### config.mk
export PLATFORM = sky130hd
export DESIGN_NAME = cwt_delay_pair
export DESIGN_NICKNAME = d
export VERILOG_FILES = /design/src/rtl/cwt_delay_pair.sv
export SDC_FILE = /design/constraint.sdc
export NUM_CORES = 1
export LEC_CHECK = 0
export ABC_AREA = 0
export CELL_PAD_IN_SITES_DETAIL_PLACEMENT = 1
export CELL_PAD_IN_SITES_GLOBAL_PLACEMENT = 2
export CORE_MARGIN = 3
export CORE_UTILIZATION = 44
export CTS_CLUSTER_DIAMETER = 200
export DETAILED_ROUTE_END_ITERATION = 10
export PLACE_DENSITY_LB_ADDON = 0.08
export SYNTH_ARGS = -nofsm -noshare
export SYNTH_HDL_FRONTEND = slang
export SYNTH_SLANG_ARGS = --single-unit
### constraint.sdc
create_clock -name clk -period 3.2 [get_ports clk]
set_input_delay 0.48 -clock clk [delete_from_list [all_inputs] [get_ports clk]]
set_output_delay 0.48 -clock clk [all_outputs]
set_load 0.005 [all_outputs]
### src/rtl/cwt_delay_pair.sv
// cwt_delay_pair
//   Feeds the wavelet difference stage. Incoming samples are stored in a
//   circular delay line; each accepted sample x[n] is presented together with
//   x[n-lag] on registered outputs (out_cur -> subtractor in1,
//   out_del -> subtractor in2).
//
// Ports
//   clk       rising-edge clock
//   rst       asynchronous active-low reset
//   in_valid  in_data holds a sample
//   in_ready  block can accept a sample this cycle (combinational)
//   in_data   sample x[n], two's complement, passed through bit-exact
//   lag       new scale lag, latched when lag_load=1
//   lag_load  one-cycle strobe: latch lag, flush fill, drop pending pair
//   out_valid out_cur/out_del hold a valid pair
//   out_ready downstream consumes the pair this cycle
//   out_cur   x[n]
//   out_del   x[n-lag]
//   primed    fill >= cur_lag; the next accepted sample produces a pair
module cwt_delay_pair #(
  parameter int BITS       = 16,
  parameter int DEPTH_LOG2 = 5
) (
  input  logic                  clk,
  input  logic                  rst,
  input  logic                  in_valid,
  output logic                  in_ready,
  input  logic [BITS-1:0]       in_data,
  input  logic [DEPTH_LOG2-1:0] lag,
  input  logic                  lag_load,
  output logic                  out_valid,
  input  logic                  out_ready,
  output logic [BITS-1:0]       out_cur,
  output logic [BITS-1:0]       out_del,
  output logic                  primed
);

  localparam int unsigned DEPTH = 1 << DEPTH_LOG2;
  localparam logic [DEPTH_LOG2-1:0] PTR_ONE = {{(DEPTH_LOG2-1){1'b0}}, 1'b1};

  logic [BITS-1:0]       mem [DEPTH];
  logic [DEPTH_LOG2-1:0] wptr;
  logic [DEPTH_LOG2-1:0] fill;
  logic [DEPTH_LOG2-1:0] cur_lag;
  logic [DEPTH_LOG2-1:0] rd_idx;
  logic                  accept;

  always_comb begin
    in_ready = !lag_load && (!out_valid || out_ready);
    accept   = in_valid && in_ready;
    primed   = (fill >= cur_lag);
    // Modulo-DEPTH subtraction falls out of the pointer width.
    rd_idx   = wptr - cur_lag;
  end

  // Delay line storage carries no reset; stale entries are never read
  // because a pair is only formed once fill covers the lag.
  always_ff @(posedge clk) begin
    if (accept) mem[wptr] <= in_data;
  end

  always_ff @(posedge clk or negedge rst) begin
    if (!rst) begin
      wptr      <= '0;
      fill      <= '0;
      cur_lag   <= '0;
      out_valid <= 1'b0;
      out_cur   <= '0;
      out_del   <= '0;
    end else if (lag_load) begin
      cur_lag   <= lag;
      fill      <= '0;
      out_valid <= 1'b0;
    end else if (accept) begin
      wptr <= wptr + PTR_ONE;
      if (fill != '1) fill <= fill + PTR_ONE;
      if (primed) begin
        out_cur   <= in_data;
        // mem read sees the pre-write contents; lag 0 bypasses the array.
        out_del   <= (cur_lag == '0) ? in_data : mem[rd_idx];
        out_valid <= 1'b1;
      end else if (out_ready) begin
        out_valid <= 1'b0;
      end
    end else if (out_ready) begin
      out_valid <= 1'b0;
    end
  end

endmodule

# [After elaboration in Yosys (flattened, before gate mapping)]
# Memories as Yosys holds them, arrays and structs flattened. A register that Yosys moved wholly into a read port is not among the register bits.
# Index checks and enable logic that the tools add are counted.
[op_classes] n_reduce_logical=11 n_addsub=3 n_lt_le_gt_ge=1 muxes=9 bitwise=1 n_eq_ne=1
[op_table] cell="5-bit 2-to-1 mux" n=3
[op_table] cell="5-bit by 1-bit adder with 5-bit output, second input constant" n=2
[op_table] cell="1-bit 2-to-1 mux" n=6
[op_table] cell="5-bit >= comparator" n=1
[op_table] cell="5-bit inequality test, second input constant" n=1
[op_table] cell="5-bit subtractor" n=1
[op_table] cell="2-bit AND reduction" n=2
[op_table] cell="2-bit nonzero test" n=2
[op_table] cell="1-bit zero test" n=3
[op_table] cell="3-bit AND reduction" n=1
[op_table] cell="1-bit logical AND" n=2
[op_table] cell="1-bit logical OR" n=1
[op_table] cell="1-bit inverter" n=1
[word_totals] memories=1 output_inout_bits=35 regBits=32 in_bits=26 ramBits=512
[memory_table] memory="mem" depth=32 word_bits=16 read_ports=1 rd_clocked_by_memory_dff=1 write_ports=1 line_no="41" source="logic [BITS-1:0] mem [DEPTH];"

# [Depth between registers and ports, before layout]
# Gate-level depths: netlist of the first run.
[logic_depth] word_depth=6 mapped_depth=12 depth_no_buf=9

# [Worst setup path after synthesis of the first run]
# Ideal clock, no wire load.
[synth_path] kind="register to register" startpoint="register wptr[0]" endpoint="register out_del[0] (read register of mem)" slack_ns=0.177 synth_period_minus_slack_ns=3.023 n_path_buf=2 stages_incl_launch_ff=10 arrival_ns=2.888 path_cell_list="dfrtp_1 inv_1 ha_1 fa_1 clkbuf_1 clkbuf_1 mux4_2 mux4_2 mux2i_1 o211ai_1"
[synth_via] elab_chain_len=1
[synth_rtl] element="start: declaration" line_no="42" source="logic [DEPTH_LOG2-1:0] wptr;"
[synth_rtl] element="start signal: assignment" line_no="75" source="wptr <= wptr + PTR_ONE;"
[synth_rtl] element="5-bit subtractor" line_no="53" source="rd_idx = wptr - cur_lag;"
[synth_rtl] element="end: declaration" line_no="34" source="output logic [BITS-1:0] out_del,"
# Every way passes these cells.
# A chain may end at the register's enable or synchronous reset.

# [Worst setup path in the final report of the first run]
[layout_path] startpoint="register cur_lag[0]" endpoint="register out_del[10] (read register of mem)"
[layout_via] elab_chain_len=2 elab_cells_between_ends=3 classes_between="1 x add/sub; 1 x order compare; 1 x reduce/logical"
[layout_rtl] element="start: declaration" line_no="44" source="logic [DEPTH_LOG2-1:0] cur_lag;"
[layout_rtl] element="start signal: assignment" line_no="71" source="cur_lag <= lag;"
[layout_rtl] element="5-bit >= comparator" line_no="51" source="primed = (fill >= cur_lag);"
[layout_rtl] element="3-bit AND reduction (no source line)"
# Parallel ways exist; a longest one is shown, timed or not.

==> results, run 1 <==
- The async set-reset flop share out of synthesis is 8.57%.
- The hold violation total from the final report is 0.
- The transition time of the tightest slew-check pin is 827 ps.
- The via count of the first global-routing pass was 11800.
- CTS placed an instance of sky130_fd_sc_hd__clkbuf_16 at the clock tree root.
- The net count after synthesis is 1120.
- The worst slew slack as a fraction of its limit is 44.7%.
- The synthesized netlist devotes 0.538% of its cell area to XOR and XNOR gates.
- The die is 230 µm wide.
- Data arrives at the worst endpoint at 3570 ps.
- The worst ir drop on vdd is 0.000587 V.
- The placed wire-length estimate after detailed placement is 32900 µm.
- By instance count, the cell type seen most on the critical path is sky130_fd_sc_hd__a211o_1.
- The starting density of the core is 44.9%.
- The relative contribution of the clock network to total power is 27.8%.
- The worst-skew pair later-pin latency is 610 ps.
- In this run the core area contains 81 standard-cell rows.
- The longest clock path from root to sink contains 3 buffers.
- The post-route minimum period is 3070 ps.
- The final number of max-transition violations was 0.
- The total global routing track utilization is 21.0%.
- The worst setup path is launched from a register.
- The share of total power dissipated in sequential elements is 34.3%.
- The net switching power is 7.72 mW.
- The critical path goes through ha_4 > fa_4 > buf_12 > buf_4 > mux4_2 > a2111oi_0 > a211o_1 > a211o_1 > nand3_1.
- The number of register bits inferred by synthesis is 560.
- The clock skew is 18.7 ps.
- Entering global routing, the biggest net connects 44 pins.
- The number of antenna violations at the first check in global routing was 0.
- The area growth from synthesis to layout is 19.5%.
- The number of max-capacitance violations reported is 0.
- The most used flip-flop cell after synthesis is sky130_fd_sc_hd__edfxtp_1.
- For this design, the slowest cell found on the critical path is sky130_fd_sc_hd__fa_4.
- The first-pass iteration count of the detailed router is 7.
- In this run the remaining antenna-violating nets after routing total 0.
- The static leakage power is 8.83 nW.
- The number of buffers inserted by port buffering is 60.
- Dividing the synthesized area by the synthesized cell count gives 20.5 µm².
- The type of the worst min-delay path is in2async.
- Once layout is done, the placed cells without fillers occupy 26400 µm².
- TritonCTS created 58 clock buffers.
- The sequential cell area fraction in the yosys report is 75.0%.
- The share of the cycle needed by the critical path after routing is 96.0%.
- The maximum fanout along the worst path is 15.
- Yosys mapped a number of flops with a built-in enable equal to 512.
- For this run, design rule violations remaining after detail routing come to 0.
- Synthesis instantiated 40 different standard cells from the library.
- The number of warnings printed during yosys synthesis is 0.
- The final wirelength is 54900 µm.
- TritonCTS built the clock tree.
- Using the TritonRoute via totals, the vias-per-cell ratio works out to 5.63.
- The synthesized netlist devotes 2.15% of its cell area to compound gates.
- The kind of capture point of the worst setup path is a register.
- In the final layout, the share of cells above drive strength 1 is 30.4%.
- The core area is 49300 µm².
- The routability-driven placement congestion ratio is 0.725.
- The floorplan step set the die height to 230 µm.
- The critical path's largest stage delay is 820 ps.
- The most common cell in the netlist is sky130_fd_sc_hd__edfxtp_1.
- The flow ran to the end, and the final reports show no timing, DRC or antenna violations.
- The first routing iteration left 958 violations.
- The net switching fraction of the power is 30.8%.
- The relative contribution of combinational cells to total power is 37.9%.
- The filler cells instantiated in the layout total 4412.
- The total of endpoints with negative setup slack in the final report is 0.
- The cell count after synthesis is 1078.
- The routed via count is 11000.
- The critical path required time is 3700 ps.
- The commonest cells after synthesis are 512 x sky130_fd_sc_hd__edfxtp_1, 144 x sky130_fd_sc_hd__mux4_2, 79 x sky130_fd_sc_hd__nand2_1.
- Setup repair after global routing left no endpoint under its margin.
- The clock input transition at the sequential cells of the worst setup and hold paths is 60 ps.
- CTS saw 560 sinks.
- After synthesis, the cell types taking the most area are sky130_fd_sc_hd__edfxtp_1 70%, sky130_fd_sc_hd__mux4_2 15%, sky130_fd_sc_hd__dfrtp_1 5.4%, sky130_fd_sc_hd__nand2_1 1.3%, sky130_fd_sc_hd__mux2i_1 1.2%.
- Cell internal power was estimated by the tool at 17.3 mW.
- The maximum level of the CTS H-tree is 2.
- The setup TNS after final layout is 0 ps.
- Based on the critical path, the design can be clocked at up to 326 MHz.
- The final cell utilization of the core is 53.6%.
- The cell taking the most area after synthesis is sky130_fd_sc_hd__edfxtp_1.
- Summed over all layers, the global routing overflow is 0.
- The worst setup path is of the reg2reg kind.
- The net count of the finished layout is 1291.
- The share of synthesized area in the top cell type comes to 69.6%.
- Multiplexer cells account for 16.3% of the synthesized area.
- The global-route wire length before repair is 81000 µm.
- The synthesized area is 22100 µm².
- In the final routed layout, each cell accounts on average for 28.0 µm.
- The setup check on the worst reg-to-reg path leaves a slack of 130 ps.
- Summing all placed instances gives a cell area of 24400 µm².
- During I/O placement, the number of pins put on the boundary was 61.
- After synthesis, the largest family of logic cells by area is multiplexers.
- The adder-cell area share of the yosys netlist is 0.940%.
- The diode insertion count for antenna repair is 0.
- The area of the die is 52900 µm².
- After Yosys synthesis, and, or, nand and nor cells account for 3.55% of the synthesized area.
- The power per cell area is 949 nW/µm².
routing by layer:
metal	routed length, µm	global-route usage (%)	vias up
met4	1010	5.30	0
met3	2800	3.17	76
li1	-	-	4743
met5	0	0	-
met2	26600	34.1	279
met1	24500	30.2	5950
through the flow:
stage | setup slack (ps) | std cells | total power [mW] | hold WS (ps)
floorplan | 177 | 1078 | 14.6 | 184
global placement | 94.6 | 1850 | 18.2 | 457
detailed placement | 36.9 | 1850 | 18.3 | 463
CTS | 37.2 | 1960 | 25.3 | 381
global route | 3.51 | 1962 | 26.2 | 419
finish | 129 | 1962 | 25.1 | 401
state kept, by name, summed over array words and instances (netlist names):
name / flops
fill: 5
out_cur: 16
mem: 512
wptr: 5
out_valid: 1
out_del: 16
cur_lag: 5
power groups by stage:
stage / clock (mW) / combinational (mW) / sequential (mW)
2_1_floorplan: 0 / 5.87 / 8.68
3_3_place_gp: 0 / 9.49 / 8.74
3_5_place_dp: 0 / 9.56 / 8.75
4_1_cts: 7.12 / 9.59 / 8.60
5_1_grt: 7.44 / 10.1 / 8.63
6_report: 6.96 / 9.50 / 8.60
cell families (layout without fill, tap and decap cells):
| family | after synthesis | count (layout) |
|---|---|---|
| fa+ha+maj | 16 | 16 |
| simple gates | 176 | 176 |
| compound gates | 66 | 66 |
| buf+inv | 69 | 289 |
| flops | 560 | 560 |
| xor+xnor | 12 | 12 |
| mux | 179 | 179 |
worst max-delay path, delay by kind of cell, from the launching register on:
family	cells	cell delay, ps
buffers and inverters	2	340
muxes	1	300
DFF	1	420
AOI/OAI and AO/OA	3	830
adders and majority gates	2	1000
and+or+nand+nor	1	60
repair_timing:
action                                 4_1_cts  5_1_grt
hold buffers                                 1        0
setup endpoints to repair                    0        9
endpoints found under the hold margin       21        0
buffers inserted                             0        1
resized for setup                            0        1
final timing paths:
path                                         start                 endpoint  depth (start not counted)
max                         cur_lag[0]$_DFFE_PN0P_  out_del[10]$_DFFE_PN0P_                          9
min                                            rst      fill[2]$_DFFE_PN0P_                          2
max reg2reg                 cur_lag[0]$_DFFE_PN0P_  out_del[10]$_DFFE_PN0P_                          9
min reg2reg                out_cur[15]$_DFFE_PN0P_  out_cur[15]$_DFFE_PN0P_                          2
max in group asynchronous                      rst   out_cur[4]$_DFFE_PN0P_                          3
min in group clk                            lag[3]   cur_lag[3]$_DFFE_PN0P_                          3
layout by cell type (no fill, tap or decap), drive strengths merged, types with 3 or more instances in the layout:
cell	instances
nand2	79
ha	15
nor2	42
clkdlybuf4s50	59
o211ai	16
xnor2	7
xor2	4
mux4	144
o21ai	19
dfrtp	48
nand2b	4
a211o	16
mux2i	26
clkinv	21
a2111oi	8
nand3	25
clkbuf	75
mux2	9
bufinv	9
nand4	3
nand3b	3
inv	9
clkinvlp	3
nor2b	11
a21oi	3
edfxtp	512
buf	112
area by class of cell:
type	count	area [µm²]	share of cell area, %
tap	664	831	3.15
clock inverter	35	413	1.56
sequential	560	16600	62.8
timing repair buffer	173	1680	6.35
clock buffer	74	1550	5.88
multi-input combinational	449	5320	20.2
inverter	7	26.3	0.0995
(Power assumes the default switching activity.)
==> run 2, diff against run 1 <==
--- a/config.mk
+++ b/config.mk
@@ -13,6 +13,8 @@
 export CTS_CLUSTER_DIAMETER = 200
 export DETAILED_ROUTE_END_ITERATION = 10
 export PLACE_DENSITY_LB_ADDON = 0.08
+export REMOVE_ABC_BUFFERS = 1
+export SLEW_MARGIN = 20
 export SYNTH_ARGS = -nofsm -noshare
 export SYNTH_HDL_FRONTEND = slang
 export SYNTH_SLANG_ARGS = --single-unit
==> results, run 2 (synthesized netlist as in run 1, its figures left out) <==
- Setup repair after global routing could not meet its margin everywhere.
- The critical path starts at wptr[0]$_DFFE_PN0P_.
- The number of primary I/O pins is 61 (unchanged).
- The via density per instance is 5.62 (-0.14%).
- The critical path arrival was 3650 ps (+80 ps).
- The overall power of the completed layout is 25.3 mW (+0.87%).
- For this design, the slowest cell found on the critical path is sky130_fd_sc_hd__fa_4.
- The leading cell type in the layout, fill and taps excluded is sky130_fd_sc_hd__edfxtp_1.
- STA classifies the critical path endpoint as a register.
- The area of the die is 52900 µm² (unchanged).
- The final number of max-transition violations came to 0 (unchanged).
- The root buffer cell chosen for the clock tree is sky130_fd_sc_hd__clkbuf_16.
- The final wirelength is 55000 µm (+0.27%).
- The residual overflow from global routing was 0 (unchanged).
- The number of flip-flops in the largest register is 512 (unchanged).
- The number of buffers on the longest clock path is 3 (unchanged).
- The critical path required time came to 3690 ps (about the same).
- The startpoint of the most critical register-to-register path is wptr[0]$_DFFE_PN0P_.
- The placement row count is 81 (unchanged).
- The maximum fanout along the worst path was 6 (-9).
- In the layout the commonest cells are 512 x sky130_fd_sc_hd__edfxtp_1, 144 x sky130_fd_sc_hd__mux4_2, 101 x sky130_fd_sc_hd__buf_4, 79 x sky130_fd_sc_hd__nand2_1, 60 x sky130_fd_sc_hd__clkbuf_16.
- The flow ran to the end, and the final reports show no timing, DRC or antenna violations.
- The first-pass iteration count of the detailed router is 5 (-2).
- Ranked by flip-flop count, first place goes to mem.
- The achievable frequency is 316 MHz (-2.9%).
- In this run the worst hold path is classified as in2async.
- The total of endpoints with negative setup slack in the final report is 0 (unchanged).
- The post-route minimum period came to 3160 ps (+92.5 ps).
- The power per cell area is 955 nW/µm² (+0.61%).
- The worst setup path is launched from a register.
- The worst setup path is of the reg2reg kind.
- The final cell utilization of the core is 53.7% (+0.14 points).
- The routability-driven placement congestion ratio is 0.732 (+1.0%).
- The static leakage power is 8.87 nW (+0.48%).
- The CTS tree is built.
- The final routed wire length divided by cell count was 27.9 µm (-0.29%).
- The core area is 49300 µm² (unchanged).
- The worst-skew pair later-pin latency is 620 ps (about the same).
- The critical path goes through inv_2 > ha_4 > fa_4 > buf_12 > buf_16 > buf_6 > mux4_2 > mux4_2 > mux2i_2 > o211ai_1.
- The hold violation total from the final report is 0 (unchanged).
- The placed wire-length estimate after detailed placement is 33200 µm (+0.91%).
- The largest registers in the layout are mem: 512 flops, out_cur: 16 flops, out_del: 16 flops.
- The cell that appears most often on the critical path is sky130_fd_sc_hd__mux4_2.
- The total global routing track utilization is 21.2% (+0.16 points).
- The fraction of final layout cells with drive strength greater than 1 is 31.6% (+1.3 points).
- The diode insertion count for antenna repair is 0 (unchanged).
- The worst slew slack as a fraction of its limit is 40.4% (-4.3 points).
- The chip height is 230 µm (unchanged).
- The via count of the first global-routing pass is 12000 (+1.4%).
- The routed via count is 11100 (+0.42%).
- The clock skew is 26.1 ps (+7.35 ps).
- The number of max-capacitance violations reported came to 0 (unchanged).
- The horizontal extent of the die came to 230 µm (unchanged).
- The global-route wire length before repair was 81800 µm (+1.0%).
- The share of the cycle needed by the critical path after routing came to 98.8% (+2.9 points).
- The area growth from synthesis to layout is 19.8%.
- The maximum level of the CTS H-tree is 2 (unchanged).
- The net count reported at finish is 1304 (+1.0%).
- The maximum number of pins on one net before global-route repair is 35 (-20%).
- The starting density of the core is 44.9% (unchanged).
- The residual antenna-violating net count after detailed routing was 0 (unchanged).
- The worst ir drop on vdd was 0.000605 V (+3.0%).
- The TritonCTS buffer count came to 57 (-1.7%).
- The number of clock sinks is 560 (unchanged).
- The clock input transition at the sequential cells of the worst setup and hold paths was 60 ps (about the same).
- The initial DRC count is 989 (+3.2%).
- The critical path's largest stage delay is 860 ps (+40 ps).
- The transition time of the tightest slew-check pin was 892 ps (+64.8 ps).
- The DRC violation count after routing came to 0 (unchanged).
- The number of antenna violations at the first check in global routing came to 0 (unchanged).
- The number of buffers inserted by port buffering was 60 (unchanged).
==> run 2: changes by cell type in the layout (fill, tap and decap cells not counted), moves of 2 or more <==
cell | previous run | this run
sky130_fd_sc_hd__a2111oi_0 | 8 | 0
sky130_fd_sc_hd__a2111oi_1 | 0 | 2
sky130_fd_sc_hd__a2111oi_2 | 0 | 5
sky130_fd_sc_hd__buf_4 | 94 | 101
sky130_fd_sc_hd__buf_6 | 0 | 3
sky130_fd_sc_hd__bufinv_16 | 9 | 2
sky130_fd_sc_hd__clkbuf_8 | 2 | 7
sky130_fd_sc_hd__clkinv_2 | 10 | 13
sky130_fd_sc_hd__clkinvlp_4 | 3 | 0
sky130_fd_sc_hd__mux2i_1 | 26 | 23
sky130_fd_sc_hd__mux2i_2 | 0 | 3
==> run 2: routing by layer <==
metal | track usage (%) | wire length, µm
met4 | 5.11 | 940
met1 | 30.7 | 24900
met2 | 34.7 | 27100
met3 | 2.60 | 2080
met5 | 0 | 0
==> run 2: area by class of cell <==
class | count | area [µm²]
clock buffer | 78 | 1600
clock inverter | 28 | 203
fill | 4367 | 22800
inverter | 7 | 26.3
multi-input combinational | 449 | 5380
sequential | 560 | 16600
tap | 664 | 831
timing repair buffer | 187 | 1850
==> run 2: worst max-delay path, delay by kind of cell (launching register included) <==
family,cells,cell delay (ps)
fa+ha+maj,2,1020
mux,3,1080
flops,1,360
compound gates,1,100
buf+inv,4,480
==> run 2: final timing paths <==
check | to | slack (ps) | cells past startpoint
worst max-delay path | out_del[5]$_DFFE_PN0P_ | 40 | 10
worst min-delay path | out_cur[3]$_DFFE_PN0P_ | 300 | 2
worst max register to register | out_del[5]$_DFFE_PN0P_ | 40 | 10
worst min register to register | out_cur[5]$_DFFE_PN0P_ | 480 | 2
max in group asynchronous | wptr[0]$_DFFE_PN0P_ | 2230 | 3
min in group clk | cur_lag[4]$_DFFE_PN0P_ | 470 | 3
==> run 2: metrics by stage <==
step	TNS (ps)	hold WS, ps	instance area [µm²]	worst slack (ps)	std cells
after floorplan	-63600	184	21800	-4060	1016
after global placement	-234	403	24400	-85.7	1856
after global routing	-221	293	26500	-61.1	1973
after CTS	0	261	26200	3.76	1964
after detailed placement	-346	406	24400	-112	1856
final	0	299	26500	36.9	1973
==> run 2: what timing repair did <==
action,4_1_cts,5_1_grt
cloned,1,2
pin swaps,1,10
hold endpoints to repair,7,0
endpoints found under the setup margin,7,16
setup buffers,0,8
hold buffers,1,0
gates resized for setup,3,29
==> run 2: power breakdown <==
| group | switching (mW) | internal, mW | leakage (nW) |
|---|---|---|---|
| logic | 5.00 | 5.30 | 2.76 |
| registers | 0.217 | 8.38 | 5.22 |
| clock network | 2.73 | 3.64 | 0.893 |
==> run 3, diff against run 2 <==
--- a/config.mk
+++ b/config.mk
@@ -14,6 +14,7 @@
 export DETAILED_ROUTE_END_ITERATION = 10
 export PLACE_DENSITY_LB_ADDON = 0.08
 export REMOVE_ABC_BUFFERS = 1
+export SETUP_SLACK_MARGIN = 0.4
 export SLEW_MARGIN = 20
 export SYNTH_ARGS = -nofsm -noshare
 export SYNTH_HDL_FRONTEND = slang
==> results, run 3 (synthesized netlist as in run 1, its figures left out) <==
- The DRC violation count after routing was 0 (unchanged).
- The horizontal extent of the die is 230 µm (unchanged).
- The number of buffers on the longest clock path is 3 (unchanged).
- The number of max-capacitance violations reported is 0 (unchanged).
- The routed via count is 11200 (+0.84%).
- The diode insertion count for antenna repair was 0 (unchanged).
- The final routed wire length divided by cell count is 28.0 µm (+0.41%).
- The total instance count after detailed placement came to 1856 (unchanged).
- The number of buffers inserted by port buffering is 60 (unchanged).
- The post-route minimum period is 3120 ps (-45.7 ps).
- The library cells used most frequently in the layout, excluding fill and tap cells, are 512 x sky130_fd_sc_hd__edfxtp_1, 144 x sky130_fd_sc_hd__mux4_2, 109 x sky130_fd_sc_hd__buf_4, 79 x sky130_fd_sc_hd__nand2_1, 60 x sky130_fd_sc_hd__clkbuf_16.
- The initial DRC count is 1036 (+4.8%).
- The worst slew slack as a fraction of its limit is 39.1% (-1.2 points).
- The chip height was 230 µm (unchanged).
- The placed wire-length estimate after detailed placement was 33200 µm (unchanged).
- Setup repair after global routing could not meet its margin everywhere.
- The area of the die was 52900 µm² (unchanged).
- The TritonCTS buffer count was 57 (unchanged).
- The tightest min-delay check is of the in2async type.
- The clock input transition at the sequential cells of the worst setup and hold paths is 60 ps (about the same).
- The core area came to 49300 µm² (unchanged).
- The critical path required time came to 3690 ps (about the same).
- The post-place instance area came to 24400 µm² (unchanged).
- The worst ir drop on vdd is 0.000608 V (+0.63%).
- The maximum number of pins on one net before global-route repair is 35 (unchanged).
- The maximum fanout along the worst path came to 7 (+1).
- The number of flip-flops in the largest register is 512 (unchanged).
- The run finished with clean final reports.
- The largest registers in the layout are mem: 512 flops, out_cur: 16 flops, out_del: 16 flops.
- The final cell utilization of the core is 54.5% (+0.73 points).
- The routability-driven placement congestion ratio came to 0.732 (unchanged).
- The fill cell total of the finished layout is 4352 (-0.34%).
- The maximum level of the CTS H-tree was 2 (unchanged).
- The global-route wire length before repair came to 83000 µm (+1.5%).
- The tree is rooted in a sky130_fd_sc_hd__clkbuf_16.
- The kind of capture point of the worst setup path is a register.
- The achievable frequency is 321 MHz (+1.5%).
- The static leakage power was 9.04 nW (+1.9%).
- The first-pass iteration count of the detailed router is 5 (unchanged).
- The number of primary I/O pins came to 61 (unchanged).
- The placement row count is 81 (unchanged).
- The share of the cycle needed by the critical path after routing is 97.4% (-1.4 points).
- The power per cell area is 976 nW/µm² (+2.2%).
- The net count reported at finish came to 1324 (+1.5%).
- The residual overflow from global routing came to 0 (unchanged).
- Counting flops per register, the top entry is mem.
- The via density per instance is 5.61 (-0.17%).
- The hold violation total from the final report is 0 (unchanged).
- The via count of the first global-routing pass was 12100 (+1.1%).
- The total global routing track utilization is 21.5% (+0.36 points).
- The critical path arrival was 3600 ps (-50 ps).
- The starting density of the core is 44.9% (unchanged).
- The final wirelength is 55800 µm (+1.4%).
- STA classifies the critical path startpoint as a register.
- The number of clock sinks was 560 (unchanged).
- Compared with the post-synthesis result, the final layout area differs by 21.4%.
- The total of endpoints with negative setup slack in the final report came to 0 (unchanged).
- The clock skew was 23.0 ps (-3.06 ps).
- The transition time of the tightest slew-check pin is 910 ps (+18.2 ps).
- The number of antenna violations at the first check in global routing is 0 (unchanged).
- The fraction of final layout cells with drive strength greater than 1 was 33.4% (+1.8 points).
- The post-layout instance count excluding filler cells came to 1993 (+1.0%).
- The path type of the worst setup path is reg2reg.
- The worst-skew pair later-pin latency is 630 ps (about the same).
- The residual antenna-violating net count after detailed routing is 0 (unchanged).
- The CTS tree is built.
- The final number of max-transition violations was 0 (unchanged).
- The leading cell type in the layout, fill and taps excluded is sky130_fd_sc_hd__edfxtp_1.
- The final non-filler cell area is 26800 µm² (+1.4%).
-- run 3: changes by cell type in the layout (fill, tap and decap cells not counted), sizes merged --
cell and change:
buf +20, clkbuf +1, clkdlybuf4s50 -1
-- run 3: metal layers --
| layer | up-vias | track usage, % | routed length [µm] |
|---|---|---|---|
| met3 | 67 | 2.51 | 2150 |
| met5 | - | 0 | 0 |
| met2 | 246 | 35.3 | 27600 |
| li1 | 4813 | - | - |
| met1 | 6061 | 31.3 | 25100 |
| met4 | 0 | 5.24 | 966 |
-- run 3: final timing paths --
path | start | to | slack [ps] | cells past startpoint
max | wptr[1]$_DFFE_PN0P_ | out_del[3]$_DFFE_PN0P_ | 80 | 11
min | rst | out_cur[3]$_DFFE_PN0P_ | 290 | 2
max reg2reg | wptr[1]$_DFFE_PN0P_ | out_del[3]$_DFFE_PN0P_ | 80 | 11
min reg2reg | out_cur[5]$_DFFE_PN0P_ | out_cur[5]$_DFFE_PN0P_ | 480 | 2
max in group asynchronous | rst | out_del[1]$_DFFE_PN0P_ | 2230 | 3
min in group clk | lag[4] | cur_lag[4]$_DFFE_PN0P_ | 460 | 3
-- run 3: cell type report --
class / instances / area [µm²] / share of cell area, %
clock buffers: 78 / 1600 / 5.95
multi-input cells: 449 / 5480 / 20.4
clock inverters: 28 / 203 / 0.756
inverters: 7 / 26.3 / 0.0979
repair buffers: 207 / 2120 / 7.90
flip-flops and latches: 560 / 16600 / 61.8
well taps: 664 / 831 / 3.10
-- run 3: worst max-delay path, cell delays in order, from the launching register on --
cell and delay (ps):
sky130_fd_sc_hd__dfrtp_1 350, sky130_fd_sc_hd__inv_1 130, sky130_fd_sc_hd__fa_4 880, sky130_fd_sc_hd__buf_12 130
sky130_fd_sc_hd__buf_6 100, sky130_fd_sc_hd__buf_12 100, sky130_fd_sc_hd__buf_16 130, sky130_fd_sc_hd__mux4_2 280
sky130_fd_sc_hd__mux2_4 280, sky130_fd_sc_hd__o211ai_1 300, sky130_fd_sc_hd__a211o_1 220, sky130_fd_sc_hd__nand3_1 70
-- run 3: power by group --
group	internal [mW]	switching [mW]	total, mW
clock network	3.64	2.74	6.39
registers	8.38	0.215	8.60
logic	5.89	5.30	11.2
total	17.9	8.26	26.2
-- run 3: repair_timing --
| item | in CTS | in global routing |
|---|---|---|
| hold buffers | 1 | 0 |
| resized for setup | 41 | 26 |
| pin swaps | 21 | 22 |
| hold endpoints to repair | 7 | 0 |
| buffers inserted | 16 | 8 |
| gates cloned | 4 | 2 |
| setup endpoints to repair | 17 | 16 |
-- run 3: per-stage QoR --
stage | hold slack [ps] | setup WS (ps) | TNS (ps) | power [mW]
finish | 295 | 82.6 | 0 | 26.2
CTS | 261 | 62.1 | 0 | 26.1
global route | 286 | -46.5 | -46.5 | 27.4
floorplan | 184 | -4060 | -63600 | 13.5
detailed placement | 406 | -112 | -346 | 18.5
global placement | 403 | -85.7 | -234 | 18.4
